--- src/rtl/usb_rx_phy_pkg.sv ---
// Shared types and defaults for the low-speed USB receive front end.
package usb_rx_phy_pkg;

  localparam int DEF_CLK_PER_BIT  = 16;
  localparam int DEF_SAMPLE_PHASE = 8;
  localparam int DEF_IDLE_BITS    = 8;

  // Decoded SYNC field, LSB first: seven zeros then the closing one (K K).
  localparam logic [7:0] SYNC_PATTERN = 8'b1000_0000;

  typedef enum logic [1:0] {J, K, SE0, SE1} line_state_t;

  typedef enum logic [2:0] {WAIT_IDLE, IDLE, SYNC, DATA, EOP} rx_state_t;

  // Low-speed line states: J = {dp,dm} 01, K = 10.
  function automatic line_state_t decode_line(input logic d_plus, input logic d_minus);
    case ({d_plus, d_minus})
      2'b01:   return J;
      2'b10:   return K;
      2'b00:   return SE0;
      default: return SE1;
    endcase
  endfunction

endpackage

--- src/rtl/usb_rx_phy_if.sv ---
// Byte-stream interface from the receive PHY to the USB controller.
interface usb_rx_phy_if;
  logic [7:0] rx_data;
  logic       rx_valid;
  logic       rx_active;
  logic       rx_error;

  modport master (output rx_data, rx_valid, rx_active, rx_error);
  modport slave  (input  rx_data, rx_valid, rx_active, rx_error);
endinterface

--- src/rtl/usb_bit_dpll.sv ---
// Line synchroniser and bit-clock recovery: decodes the line state and
// emits a one-clk strobe in the middle of every bit cell.
module usb_bit_dpll
  import usb_rx_phy_pkg::*;
#(
  parameter int CLK_PER_BIT  = DEF_CLK_PER_BIT,
  parameter int SAMPLE_PHASE = DEF_SAMPLE_PHASE
) (
  input  logic        clk,
  input  logic        reset,
  input  logic        dp,
  input  logic        dm,
  output line_state_t line_state,
  output logic        sample
);

  localparam int PHASE_W = $clog2(CLK_PER_BIT);

  logic [1:0]         meta_reg;
  logic [1:0]         sync_reg;
  line_state_t        prev_ls_reg;
  logic [PHASE_W-1:0] phase_reg;
  logic [PHASE_W-1:0] phase_next;
  logic               jk_edge;

  // Two-flop synchroniser for both lines, plus history for edge detection.
  always_ff @(posedge clk or negedge reset) begin
    if (!reset) begin
      meta_reg    <= 2'b00;
      sync_reg    <= 2'b00;
      prev_ls_reg <= SE0;
      phase_reg   <= '0;
    end else begin
      meta_reg    <= {dp, dm};
      sync_reg    <= meta_reg;
      prev_ls_reg <= line_state;
      phase_reg   <= phase_next;
    end
  end

  assign line_state = decode_line(sync_reg[1], sync_reg[0]);

  // Phase counter free-runs per bit cell and realigns on every J<->K edge;
  // SE0/SE1 edges carry no timing information and are ignored.
  always_comb begin
    jk_edge = ((prev_ls_reg == J) && (line_state == K)) ||
              ((prev_ls_reg == K) && (line_state == J));
    if (jk_edge || (phase_reg == PHASE_W'(CLK_PER_BIT - 1))) begin
      phase_next = '0;
    end else begin
      phase_next = phase_reg + 1'b1;
    end
  end

  assign sample = (phase_reg == PHASE_W'(SAMPLE_PHASE));

endmodule

--- src/rtl/usb_rx_phy.sv ---
// Low-speed USB receiver: SYNC hunt, NRZI decode, bit unstuffing,
// byte assembly (LSB first) and EOP / error detection.
module usb_rx_phy
  import usb_rx_phy_pkg::*;
#(
  parameter int CLK_PER_BIT  = DEF_CLK_PER_BIT,
  parameter int SAMPLE_PHASE = DEF_SAMPLE_PHASE,
  parameter int IDLE_BITS    = DEF_IDLE_BITS
) (
  input  logic         clk,
  input  logic         reset,
  input  logic         dp,
  input  logic         dm,
  usb_rx_phy_if.master rx
);

  localparam int IDLE_W = $clog2(IDLE_BITS);

  line_state_t line_state;
  logic        sample;

  usb_bit_dpll #(
    .CLK_PER_BIT (CLK_PER_BIT),
    .SAMPLE_PHASE(SAMPLE_PHASE)
  ) u_dpll (
    .clk       (clk),
    .reset     (reset),
    .dp        (dp),
    .dm        (dm),
    .line_state(line_state),
    .sample    (sample)
  );

  rx_state_t         state_reg, state_next;
  logic [IDLE_W-1:0] idle_cnt_reg, idle_cnt_next;
  logic [2:0]        sync_cnt_reg, sync_cnt_next;
  logic [2:0]        bit_cnt_reg, bit_cnt_next;
  logic [2:0]        ones_reg, ones_next;
  logic [7:0]        shift_reg, shift_next;
  logic [7:0]        data_reg, data_next;
  logic              prev_k_reg, prev_k_next;
  logic              valid_reg, valid_next;
  logic              active_reg, active_next;
  logic              error_reg, error_next;
  logic              is_jk;
  logic              bit_val;
  logic              fail;
  logic [7:0]        shifted;

  // State and datapath registers; outputs are registered straight from here.
  always_ff @(posedge clk or negedge reset) begin
    if (!reset) begin
      state_reg    <= WAIT_IDLE;
      idle_cnt_reg <= '0;
      sync_cnt_reg <= '0;
      bit_cnt_reg  <= '0;
      ones_reg     <= '0;
      shift_reg    <= '0;
      data_reg     <= '0;
      prev_k_reg   <= 1'b0;
      valid_reg    <= 1'b0;
      active_reg   <= 1'b0;
      error_reg    <= 1'b0;
    end else begin
      state_reg    <= state_next;
      idle_cnt_reg <= idle_cnt_next;
      sync_cnt_reg <= sync_cnt_next;
      bit_cnt_reg  <= bit_cnt_next;
      ones_reg     <= ones_next;
      shift_reg    <= shift_next;
      data_reg     <= data_next;
      prev_k_reg   <= prev_k_next;
      valid_reg    <= valid_next;
      active_reg   <= active_next;
      error_reg    <= error_next;
    end
  end

  // Receive FSM: everything advances only on the mid-bit sample strobe.
  always_comb begin
    state_next    = state_reg;
    idle_cnt_next = idle_cnt_reg;
    sync_cnt_next = sync_cnt_reg;
    bit_cnt_next  = bit_cnt_reg;
    ones_next     = ones_reg;
    shift_next    = shift_reg;
    data_next     = data_reg;
    prev_k_next   = prev_k_reg;
    valid_next    = 1'b0;
    active_next   = active_reg;
    error_next    = 1'b0;
    fail          = 1'b0;
    is_jk         = (line_state == J) || (line_state == K);
    // NRZI: no level change between samples decodes as a one.
    bit_val       = ((line_state == K) == prev_k_reg);
    shifted       = {bit_val, shift_reg[7:1]};

    if (sample) begin
      if (is_jk) begin
        prev_k_next = (line_state == K);
      end
      case (state_reg)
        WAIT_IDLE: begin
          if (line_state == J) begin
            if (idle_cnt_reg == IDLE_W'(IDLE_BITS - 1)) begin
              state_next    = IDLE;
              idle_cnt_next = '0;
            end else begin
              idle_cnt_next = idle_cnt_reg + 1'b1;
            end
          end else begin
            idle_cnt_next = '0;
          end
        end
        IDLE: begin
          // Only a genuine J->K change opens a SYNC; the first K is symbol 0.
          if ((line_state == K) && !prev_k_reg) begin
            state_next    = SYNC;
            sync_cnt_next = 3'd1;
          end
        end
        SYNC: begin
          if (line_state == SE1) begin
            fail = 1'b1;
          end else if (!is_jk || (bit_val != SYNC_PATTERN[sync_cnt_reg])) begin
            state_next = IDLE;
          end else if (sync_cnt_reg == 3'd7) begin
            state_next   = DATA;
            active_next  = 1'b1;
            bit_cnt_next = '0;
            ones_next    = '0;
          end else begin
            sync_cnt_next = sync_cnt_reg + 1'b1;
          end
        end
        DATA: begin
          if (line_state == SE1) begin
            fail = 1'b1;
          end else if (line_state == SE0) begin
            if (bit_cnt_reg != 3'd0) begin
              fail = 1'b1;
            end else begin
              state_next = EOP;
            end
          end else if (ones_reg == 3'd6) begin
            // Stuffed bit: must be zero, and is dropped from the byte.
            if (bit_val) begin
              fail = 1'b1;
            end else begin
              ones_next = '0;
            end
          end else begin
            ones_next    = bit_val ? ones_reg + 1'b1 : 3'd0;
            shift_next   = shifted;
            bit_cnt_next = bit_cnt_reg + 1'b1;
            if (bit_cnt_reg == 3'd7) begin
              data_next  = shifted;
              valid_next = 1'b1;
            end
          end
        end
        EOP: begin
          if (line_state == J) begin
            active_next = 1'b0;
            state_next  = IDLE;
          end else if (line_state != SE0) begin
            fail = 1'b1;
          end
        end
        default: begin
          state_next = WAIT_IDLE;
        end
      endcase
    end

    if (fail) begin
      error_next    = 1'b1;
      active_next   = 1'b0;
      valid_next    = 1'b0;
      state_next    = WAIT_IDLE;
      idle_cnt_next = '0;
    end
  end

  assign rx.rx_data   = data_reg;
  assign rx.rx_valid  = valid_reg;
  assign rx.rx_active = active_reg;
  assign rx.rx_error  = error_reg;

endmodule

--- src/flat_wrapper.sv ---
// flat-port wrapper written by rule: the top's interface ports become plain ports
module usb_rx_phy_flat import usb_rx_phy_pkg::*;
#(
  parameter int CLK_PER_BIT  = DEF_CLK_PER_BIT,
  parameter int SAMPLE_PHASE = DEF_SAMPLE_PHASE,
  parameter int IDLE_BITS    = DEF_IDLE_BITS
)
  (clk, reset, dp, dm, rx_rx_data, rx_rx_valid, rx_rx_active, rx_rx_error);
  usb_rx_phy_if rx_i ();
  input  logic clk;
  input  logic reset;
  input  logic dp;
  input  logic dm;
  output wire logic [$bits(rx_i.rx_data)-1:0] rx_rx_data;
  output wire logic [$bits(rx_i.rx_valid)-1:0] rx_rx_valid;
  output wire logic [$bits(rx_i.rx_active)-1:0] rx_rx_active;
  output wire logic [$bits(rx_i.rx_error)-1:0] rx_rx_error;
  assign rx_rx_data = rx_i.rx_data;
  assign rx_rx_valid = rx_i.rx_valid;
  assign rx_rx_active = rx_i.rx_active;
  assign rx_rx_error = rx_i.rx_error;
  usb_rx_phy #(.CLK_PER_BIT(CLK_PER_BIT), .SAMPLE_PHASE(SAMPLE_PHASE), .IDLE_BITS(IDLE_BITS)) u_core (.clk(clk), .reset(reset), .dp(dp), .dm(dm), .rx(rx_i));
endmodule
--- config.mk ---
export PLATFORM = sky130hd
export DESIGN_NAME = usb_rx_phy_flat
export DESIGN_NICKNAME = d
export VERILOG_FILES = /design/src/rtl/usb_rx_phy_pkg.sv /design/src/rtl/usb_rx_phy_if.sv /design/src/rtl/usb_bit_dpll.sv /design/src/rtl/usb_rx_phy.sv /design/src/flat_wrapper.sv
export SDC_FILE = /design/constraint.sdc
export NUM_CORES = 1
export LEC_CHECK = 0
export ABC_AREA = 1
export CAP_MARGIN = 25
export CORE_MARGIN = 10
export CORE_UTILIZATION = 50
export DETAILED_ROUTE_END_ITERATION = 10
export DONT_BUFFER_PORTS = 1
export PLACE_DENSITY = 0.65
export SYNTH_ARGS = -nofsm -noshare
export SYNTH_HDL_FRONTEND = slang
export SYNTH_HIERARCHICAL = 1
export SYNTH_SLANG_ARGS = --single-unit
export TNS_END_PERCENT = 10
--- constraint.sdc ---
create_clock -name clk -period 4.3 [get_ports clk]
set_input_delay 0.215 -clock clk [delete_from_list [all_inputs] [get_ports clk]]
set_output_delay 0.215 -clock clk [all_outputs]
set_load 0.01 [all_outputs]
### Yosys cells after proc, flatten, opt, wreduce, memory -nomap -nowiden

Memory sizes are Yosys's and may differ from the RTL's.
Index checks and enable logic that the tools add are counted.
Widths: inputs -> output; s select.

* flip-flop bits (word level): 45
* ROM bits: 8
* output and inout port bits: 11
* word-level logic and storage cells: 156
* memories kept: 1

Memories
* (name not given): depth 8, bits a word 1, read ports 1, clocked after Yosys merged registers in 0, write ports 0, line usb_rx_phy.sv:125 `end else if (!is_jk || (bit_val != SYNC_PATTERN[sync_cnt_reg])) begin`

* add/sub/neg operators: 5
* $lt $le $gt $ge: 1
* equal/unequal tests: 39
* mux-type cells: 64
* bitwise operators: 3
* reductions and logical operators: 28

Operator list (number)
* $mux 3: 32
* $mux 1: 24
* $ne 3x1->1 const B: 6
* $pmux 3 s2: 3
* $reduce_and 6->1: 3
* $reduce_and 8->1: 2
* $eq 3x3->1 const B: 5
* $pmux 3 s5: 1
* $ne 2x2->1 const B: 7
* $add 3x1->3 const B: 4
* $ne 3x2->1 const B: 4
* $reduce_and 10->1: 1
* $eq 4x4->1 const B: 2
* $reduce_bool 2->1: 4
* $eq 2x1->1 const B: 3
* $eq 2x2->1 const B: 3
* $eq 3x2->1 const B: 2
* $logic_not 2->1: 3
* $pmux 2 s3: 1
* $reduce_bool 3->1: 2
* $reduce_and 5->1: 1
* $add 4x1->4 const B: 1
* $logic_or 1x1->1: 4
* $lt 3x4->1 const B: 1
* 14 further kinds: 21

### Longest topological paths before layout

Gate-level depths: netlist (run 1).

* depth in word-level cells: 12
* depth in mapped cells: 15

### Cells and area by module

The synthesis (run 1) kept the hierarchy.

By module, submodules not included
* usb_rx_phy: instances 1, cells an instance 216, area an instance 1793.0 µm², seq. area each 850.8 µm²
* usb_bit_dpll: instances 1, cells an instance 40, area an instance 434.2 µm², seq. area each 251.5 µm²

### Worst setup path after synthesis (run 1)

No wires, ideal clock.

* path type: register to register
* start point: register u_core.u_dpll.sync_reg[0]
* end point: register u_core.state_reg[0]
* library setup time: 0.117 ns
* data arrival time: 2.058 ns
* data required time: 4.183 ns
* setup slack: 2.125 ns
* cell stages (with the launch flop): 15
* path buffers: 0
* period minus slack after synthesis: 2.175 ns
* path through: dfrtp_1 inv_1 ha_1 or2_2 inv_1 nor2_1 ha_1 inv_1 nand2_1 nand3_1 nor2_1 nor2_1 nand2_2 nor2_1 nor2_1

* cells in the longest elaborated chain, start to end: 12
* elaborated cells on any way between the ends: 40
* those cells by class: eq/ne (17); mux (15); reduce/logical (8)

Ends and longest elaborated chain
* start: declaration: line usb_bit_dpll.sv:20 `logic [1:0] sync_reg;`
* start signal: assignment: line usb_bit_dpll.sv:35 `sync_reg <= meta_reg;`
* $eq 2x2->1 (tied with other cells): line usb_rx_phy_pkg.sv:17 `case ({d_plus, d_minus})`
* $pmux 2 s3 *: line usb_rx_phy_pkg.sv:17
* named net u_core.line_state[0]: line usb_rx_phy.sv:19 `line_state_t line_state;`
* $eq 2x1->1 *: line usb_rx_phy.sv:95 `bit_val = ((line_state == K) == prev_k_reg);`
* $eq 1x1->1 *: line usb_rx_phy.sv:95
* named net u_core.bit_val: line usb_rx_phy.sv:46 `logic bit_val;`
* $mux 1: line usb_rx_phy.sv:147 `if (bit_val) begin`
* $mux 1: line usb_rx_phy.sv:145 `end else if (ones_reg == 3'd6) begin`
* $mux 1: line usb_rx_phy.sv:139 `end else if (line_state == SE0) begin`
* $mux 1: line usb_rx_phy.sv:137 `if (line_state == SE1) begin`
* $pmux 1 s3: line usb_rx_phy.sv:102 `case (state_reg)`
* $mux 1: line usb_rx_phy.sv:98 `if (sample) begin`
* $ne 4x1->1 (no line) (tied with other cells)
* $reduce_and 10->1 (no line)
* end signal: assignment: line usb_rx_phy.sv:65 `state_reg <= state_next;`
* end: declaration: line usb_rx_phy.sv:34 `rx_state_t state_reg, state_next;`

The timed path passes the listed nets; every way through them passes the cells marked *. The select of a mux whose other input is x is not followed.
A chain may end at the register's enable or synchronous reset.

### Worst setup path after layout (run 1)

* start point: register u_core.u_dpll.sync_reg[0]
* end point: register u_core.ones_reg[1]

* cells in the longest elaborated chain, start to end: 9
* elaborated cells on any way between the ends: 24
* those cells by class: eq/ne (12); mux (6); reduce/logical (6)

Ends and longest elaborated chain
* $eq 2x2->1 (tied with other cells): line usb_rx_phy_pkg.sv:17
* $pmux 2 s3 *: line usb_rx_phy_pkg.sv:17
* named net u_core.line_state[0]: line usb_rx_phy.sv:19
* $eq 2x1->1 *: line usb_rx_phy.sv:95
* $eq 1x1->1 *: line usb_rx_phy.sv:95
* named net u_core.bit_val: line usb_rx_phy.sv:46
* $mux 3: line usb_rx_phy.sv:153 `ones_next = bit_val ? ones_reg + 1'b1 : 3'd0;`
* $mux 3: line usb_rx_phy.sv:145
* $mux 3: line usb_rx_phy.sv:139
* $mux 3: line usb_rx_phy.sv:137
* $pmux 3 s2: line usb_rx_phy.sv:102
* end signal: assignment: line usb_rx_phy.sv:69 `ones_reg <= ones_next;`
* end: declaration: line usb_rx_phy.sv:38 `logic [2:0] ones_reg, ones_next;`

Marks and branches as above.

==> results of run 1 <==
[cell type report]
class | instances | area, um^2 | area share
clock inverter | 2 | 12.5 | 0.00519
tap | 52 | 65.1 | 0.0270
clock buffer | 6 | 72.6 | 0.0301
sequential | 44 | 1100 | 0.457
inverter | 33 | 125 | 0.0519
multi-input combinational | 177 | 985 | 0.408
timing repair buffer | 4 | 50.0 | 0.0207
[cell usage after synthesis, drive strengths merged, types with 2 or more instances]
master	number	area, um^2
nand2	71	289
nand3	11	65.1
dfrtp	43	1080
ha	16	200
nor2	35	149
inv	32	120
o21ai	27	161
nand3b	2	15.0
xnor2	2	17.5
nand4	2	18.8
a21oi	6	30.0
[worst paths after layout]
| kind | start | to | slack, ns | depth (start not counted) |
|---|---|---|---|---|
| setup reg to reg | u_core/u_dpll/sync_reg[0] | u_core/ones_reg[1] | 1.85 | 13 |
| hold / removal | u_core/u_dpll/meta_reg[1] | u_core/u_dpll/sync_reg[1] | 0.35 | 0 |
| hold reg to reg | u_core/u_dpll/meta_reg[1] | u_core/u_dpll/sync_reg[1] | 0.35 | 0 |
| setup / recovery | u_core/u_dpll/sync_reg[0] | u_core/ones_reg[1] | 1.85 | 13 |
| min in group asynchronous | reset | u_core/idle_cnt_reg[2] | 0.41 | 2 |
| max in group asynchronous | reset | u_core/u_dpll/prev_ls_reg[1] | 3.64 | 2 |
[power by group]
part	total, mW	internal, mW	leakage, nW	switching, mW
logic	0.136	0.0534	0.599	0.0828
clock network	0.250	0.114	0.0412	0.136
registers	0.477	0.448	0.591	0.0297
[critical path, delay by kind of cell, from the launching register on]
kind	cells	cell delay (ns)
simple gates	6	0.85
fa+ha+maj	2	0.55
flops	1	0.38
compound gates	2	0.28
buf+inv	3	0.27
[cells by family (layout without fill, tap and decap cells)]
| family | Yosys count | count (layout) | synth area share |
|---|---|---|---|
| XOR/XNOR | 2 | 2 | 0.00787 |
| adder cells (fa/ha/maj) | 16 | 16 | 0.0899 |
| AND/OR/NAND/NOR | 124 | 124 | 0.251 |
| flip-flops | 44 | 44 | 0.495 |
| buffers and inverters | 35 | 45 | 0.0629 |
| AO/OA/AOI/OAI | 34 | 34 | 0.0888 |
| multiplexers | 1 | 1 | 0.00449 |
[repair_timing]
item / 4_1_cts / 5_1_grt
endpoints found under the hold margin: 46 / 0
setup buffers: 0 / 0
hold buffers: 4 / 0
[metal layers]
layer  vias up  part of all wire  GRT usage
li1        823                 -          -
met1       730              0.48      0.139
met2        12              0.47      0.193
met3         5             0.033     0.0310
met4         0             0.013     0.0412
met5         -                 0          0
==> flow_summary.toml, run 1 <==
[yosys]
yosys_warnings = 6
ys_ff_latch = 44
avgSynthCellArea_um2 = 8.70
synth_cell_types = 29
synth_edf_count = 0
postSynthCellCount = 256
ys.flop_type = "dfrtp_1"
netlist_area_um2 = 2230
synthArstFlopShare = 1.00
syn-num-nets = 276
ys_seq_area_frac = 0.495

[clock_network]
root_buffer = "clkbuf_8"
numCtsBuffers = 5
clock_latency_ns = 0.30
cts_tree = "yes"
clkSinkCount = 44
ctsHtreeMaxLevel = 2
clk_pin_slew_worst_paths_ns = 0.08
cts-resized-gates = 0
clockBufferDepth = 2

[worst_hold_path]
hp-class = "flip-flop to flip-flop"

[setup_path]
end_kind = "flip-flop"
cp-start-kind = "flip-flop"
critical_path_class = "flip-flop to flip-flop"
cp_common_cell = "inv_1"
critical_path.cell_chain = "inv_1 > ha_1 > or2_2 > inv_1 > nor2_1 > ha_1 > inv_1 > nand2_1 > nand3_1 > nand2_2 > nand3_2 > o21ai_0 > o21ai_0"
cp.arrival_ns = 2.63
required_ns = 4.48
cp_slowest_stage_delay_ns = 0.38
cp_max_fo = 8
cp_slowest_cell = "dfrtp_1"

[timing]
slew_headroom = 0.622
fin_crit_sh = 0.570
holdWs_ns = 0.355
tightest_slew_ns = 0.565
max_freq_ghz = 0.408
finClkSkew_ns = 0.0102
setup_viol = 0
layout_setup_ws_ns = 1.85
min_period_ns = 2.45
finalHoldViolations = 0
slew_viol_final = 0
fin_setup_tns_ns = 0
rsz0062_at_grt = "false"

[finish]
final_util = 0.558
stdcell_count = 318
syn_to_final_growth_pct = 8.31
n_fill_cell = 409
diodes = 0
fin_area_um2 = 2410
drive_gt1_frac = 0.154
mostFrequentLayoutCell = "nand2_1"
final_cell_mix = "64 x nand2_1, 43 x dfrtp_1, 30 x nor2_1"
largest_reg_flops = 8
fin_nets = 285

[die]
dieArea_um2 = 7520
rows = 24
core-area_um2 = 4320
ios = 15
die_h_um = 86.7
start_util = 0.515
die_w_um = 86.7

[power_and_ir_drop]
power_density_nw_per_um2 = 358
ir_drop_v = 0.000181
leakagePower_nw = 1.23
fin_total_pwr_mw = 0.864

[placed_design]
dp.cells = 306
gp_congestion = 0.886
dpl_worst_slack_ns = 1.89
place_area_um2 = 2280
place_hpwl_um = 2860
numPortBuffers = 0

[global_routing]
grt_first_pass_wirelength_um = 7090
grt_antenna_before_repair = 0
grt_overflow_total = 0
grt_max_degree = 45
grt_usage = 0.116
grt_pass1_vias = 1558

[routing]
vias = 1570
wirelength_um = 3950
firstDrtPassIters = 4
vias_per_cell = 4.94
drt_drc_violations_left = 0
avgRoutedWirePerCell_um = 12.4
drt_iter0_drc = 90
ant_nets = 0

[outcome]
status = "complete, no violations"

[run]
drv_cap = 0
(Power assumes the default switching activity.)
==> run 2: changes to the inputs <==
==> constraint.sdc (replaced) <==
create_clock -name clk -period 2.3 [get_ports clk]
set_input_delay 0.115 -clock clk [delete_from_list [all_inputs] [get_ports clk]]
set_output_delay 0.115 -clock clk [all_outputs]
set_load 0.01 [all_outputs]
==> run 2 against run 1 <==
  * Register-to-register slack worse by 1.7 ns
  * Maximum frequency up 16%
  * Non-clock buffer count up 6
  * Global-route usage up 0.54 points
  * Sequential power up 87%
  * Count of clock-buffer cells in the layout unchanged
  * Flip-flop and latch count unchanged
  * Combinational power up 110%
  * Highest routed layer unchanged
  * Cell area up 4.2%
  * Power up 110%
==> flow_summary.toml, run 2 (synthesized netlist as in run 1, its figures left out) <==
[outcome]
status = "complete, no violations"

[clock_network]
root_buffer = "clkbuf_8"
numCtsBuffers = 5
cts_tree = "yes"
clockBufferDepth = 2
clkSinkCount = 44
ctsHtreeMaxLevel = 2
clk_pin_slew_worst_paths_ns = 0.09
clock_latency_ns = 0.30

[finish]
stdcell_count = 324
final_cell_mix = "64 x nand2_1, 43 x dfrtp_1, 28 x nor2_1"
n_fill_cell = 388
fin_nets = 291
mostFrequentLayoutCell = "nand2_1"
syn_to_final_growth_pct = 12.9
diodes = 0
largest_reg_flops = 8
drive_gt1_frac = 0.199

[placed_design]
place_hpwl_um = 3000
gp_congestion = 0.924
numPortBuffers = 0
dp.cells = 309

[die]
start_util = 0.515
core-area_um2 = 4320
die_h_um = 86.7
ios = 15
dieArea_um2 = 7520
rows = 24
die_w_um = 86.7

[worst_hold_path]
hp-class = "primary input to async pin"

[global_routing]
busiest_layer = "met2"
gr-usage-met3 = 0.0300
grt_antenna_before_repair = 0
grt_pass1_vias = 1602
grt_first_pass_wirelength_um = 7340
use_met1 = 0.142
grt_overflow_total = 0
grt_usage = 0.121
grt_max_degree = 45
use_met2 = 0.207

[setup_path]
cp.arrival_ns = 2.36
cp_max_fo = 4
end_kind = "flip-flop"
cp-start-kind = "flip-flop"
critical_path_class = "flip-flop to flip-flop"
required_ns = 2.53

[timing]
max_freq_ghz = 0.471
fin_crit_sh = 0.923
min_period_ns = 2.12
finClkSkew_ns = 0.00599
slew_viol_final = 0
fin_setup_tns_ns = 0
slew_headroom = 0.780
setup_viol = 0
rsz0062_at_grt = "false"
tightest_slew_ns = 0.327
holdWs_ns = 0.319
finalHoldViolations = 0

[power_and_ir_drop]
leakagePower_nw = 1.28
ir_drop_v = 0.000330
power_density_nw_per_um2 = 719

[routing]
avgRoutedWirePerCell_um = 12.9
ant_nets = 0
vias_per_cell = 4.97
drt_iter0_drc = 126
vias = 1611
firstDrtPassIters = 4
wirelength_um = 4170
drt_drc_violations_left = 0

[run]
drv_cap = 0
[run 2: cell count changes in the layout (fill, tap and decap cells not counted), moves of 2 or more]
cell and change:
buf_4 +6, inv_1 -3, nor2_2 +2, o21ai_0 -2
o21ai_1 +2, inv_2 +3, nor2_1 -2
[run 2: final cells by class]
class | instances | area [um^2] | area share
clock inverters | 2 | 38.8 | 0.0154
well taps | 52 | 65.1 | 0.0259
repair buffers | 10 | 103 | 0.0408
multi-input cells | 177 | 997 | 0.397
flip-flops and latches | 44 | 1100 | 0.439
inverters | 33 | 125 | 0.0498
clock buffers | 6 | 82.6 | 0.0329
[run 2: per-stage QoR]
stage | power, mW | util | instance area [um^2] | worst slack [ns]
floorplan | 1.09 | - | 2230 | 0.125
global placement | 1.14 | 0.532 | 2300 | 0.0603
detailed placement | 1.15 | 0.532 | 2300 | 0.0158
CTS | 1.81 | 0.574 | 2480 | 0.0152
global route | 1.91 | 0.581 | 2510 | 0.0304
finish | 1.81 | 0.581 | 2510 | 0.177
[run 2: critical path, cell delays in order (launching register included)]
cell and delay (ns):
dfrtp_1 0.41, ha_1 0.20, or2_4 0.25, inv_2 0.05, nor2_1 0.03, ha_1 0.32
inv_2 0.09, nand2_1 0.08, nand3_2 0.10, nor2_1 0.06, nor2_2 0.17, nand2_2 0.10
nand2_1 0.07, nand2_1 0.04, nor2_1 0.09
[run 2: power breakdown]
part | leakage, nW | switching [mW] | internal (mW)
combinational | 0.630 | 0.168 | 0.123
sequential | 0.591 | 0.0566 | 0.837
clock | 0.0614 | 0.267 | 0.355
total | 1.28 | 0.491 | 1.32
[run 2: timing repair]
item	in CTS	in global routing
cloned	0	0
endpoints found under the hold margin	46	0
resized for setup	1	8
pin swaps	0	5
hold buffers	4	0
setup buffers	0	3
endpoints found under the setup margin	2	17
[run 2: metal layers]
layer	wire length, um	up-vias	part of all wire
met5	0	-	0
met4	52	0	0.012
met3	184	5	0.044
met2	2030	27	0.49
met1	1910	740	0.46
li1	-	839	-
[run 2: final timing paths]
check	depth (start not counted)	start	slack, ns	to
setup / recovery	14	u_core/u_dpll/sync_reg[0]	0.18	u_core/state_reg[2]
hold / removal	2	reset	0.32	u_core/rx.rx_error
setup reg to reg	14	u_core/u_dpll/sync_reg[0]	0.18	u_core/state_reg[2]
hold reg to reg	0	u_core/u_dpll/meta_reg[1]	0.35	u_core/u_dpll/sync_reg[1]
max in group asynchronous	2	reset	1.73	u_core/u_dpll/prev_ls_reg[1]
min in group clk	0	u_core/u_dpll/meta_reg[1]	0.35	u_core/u_dpll/sync_reg[1]
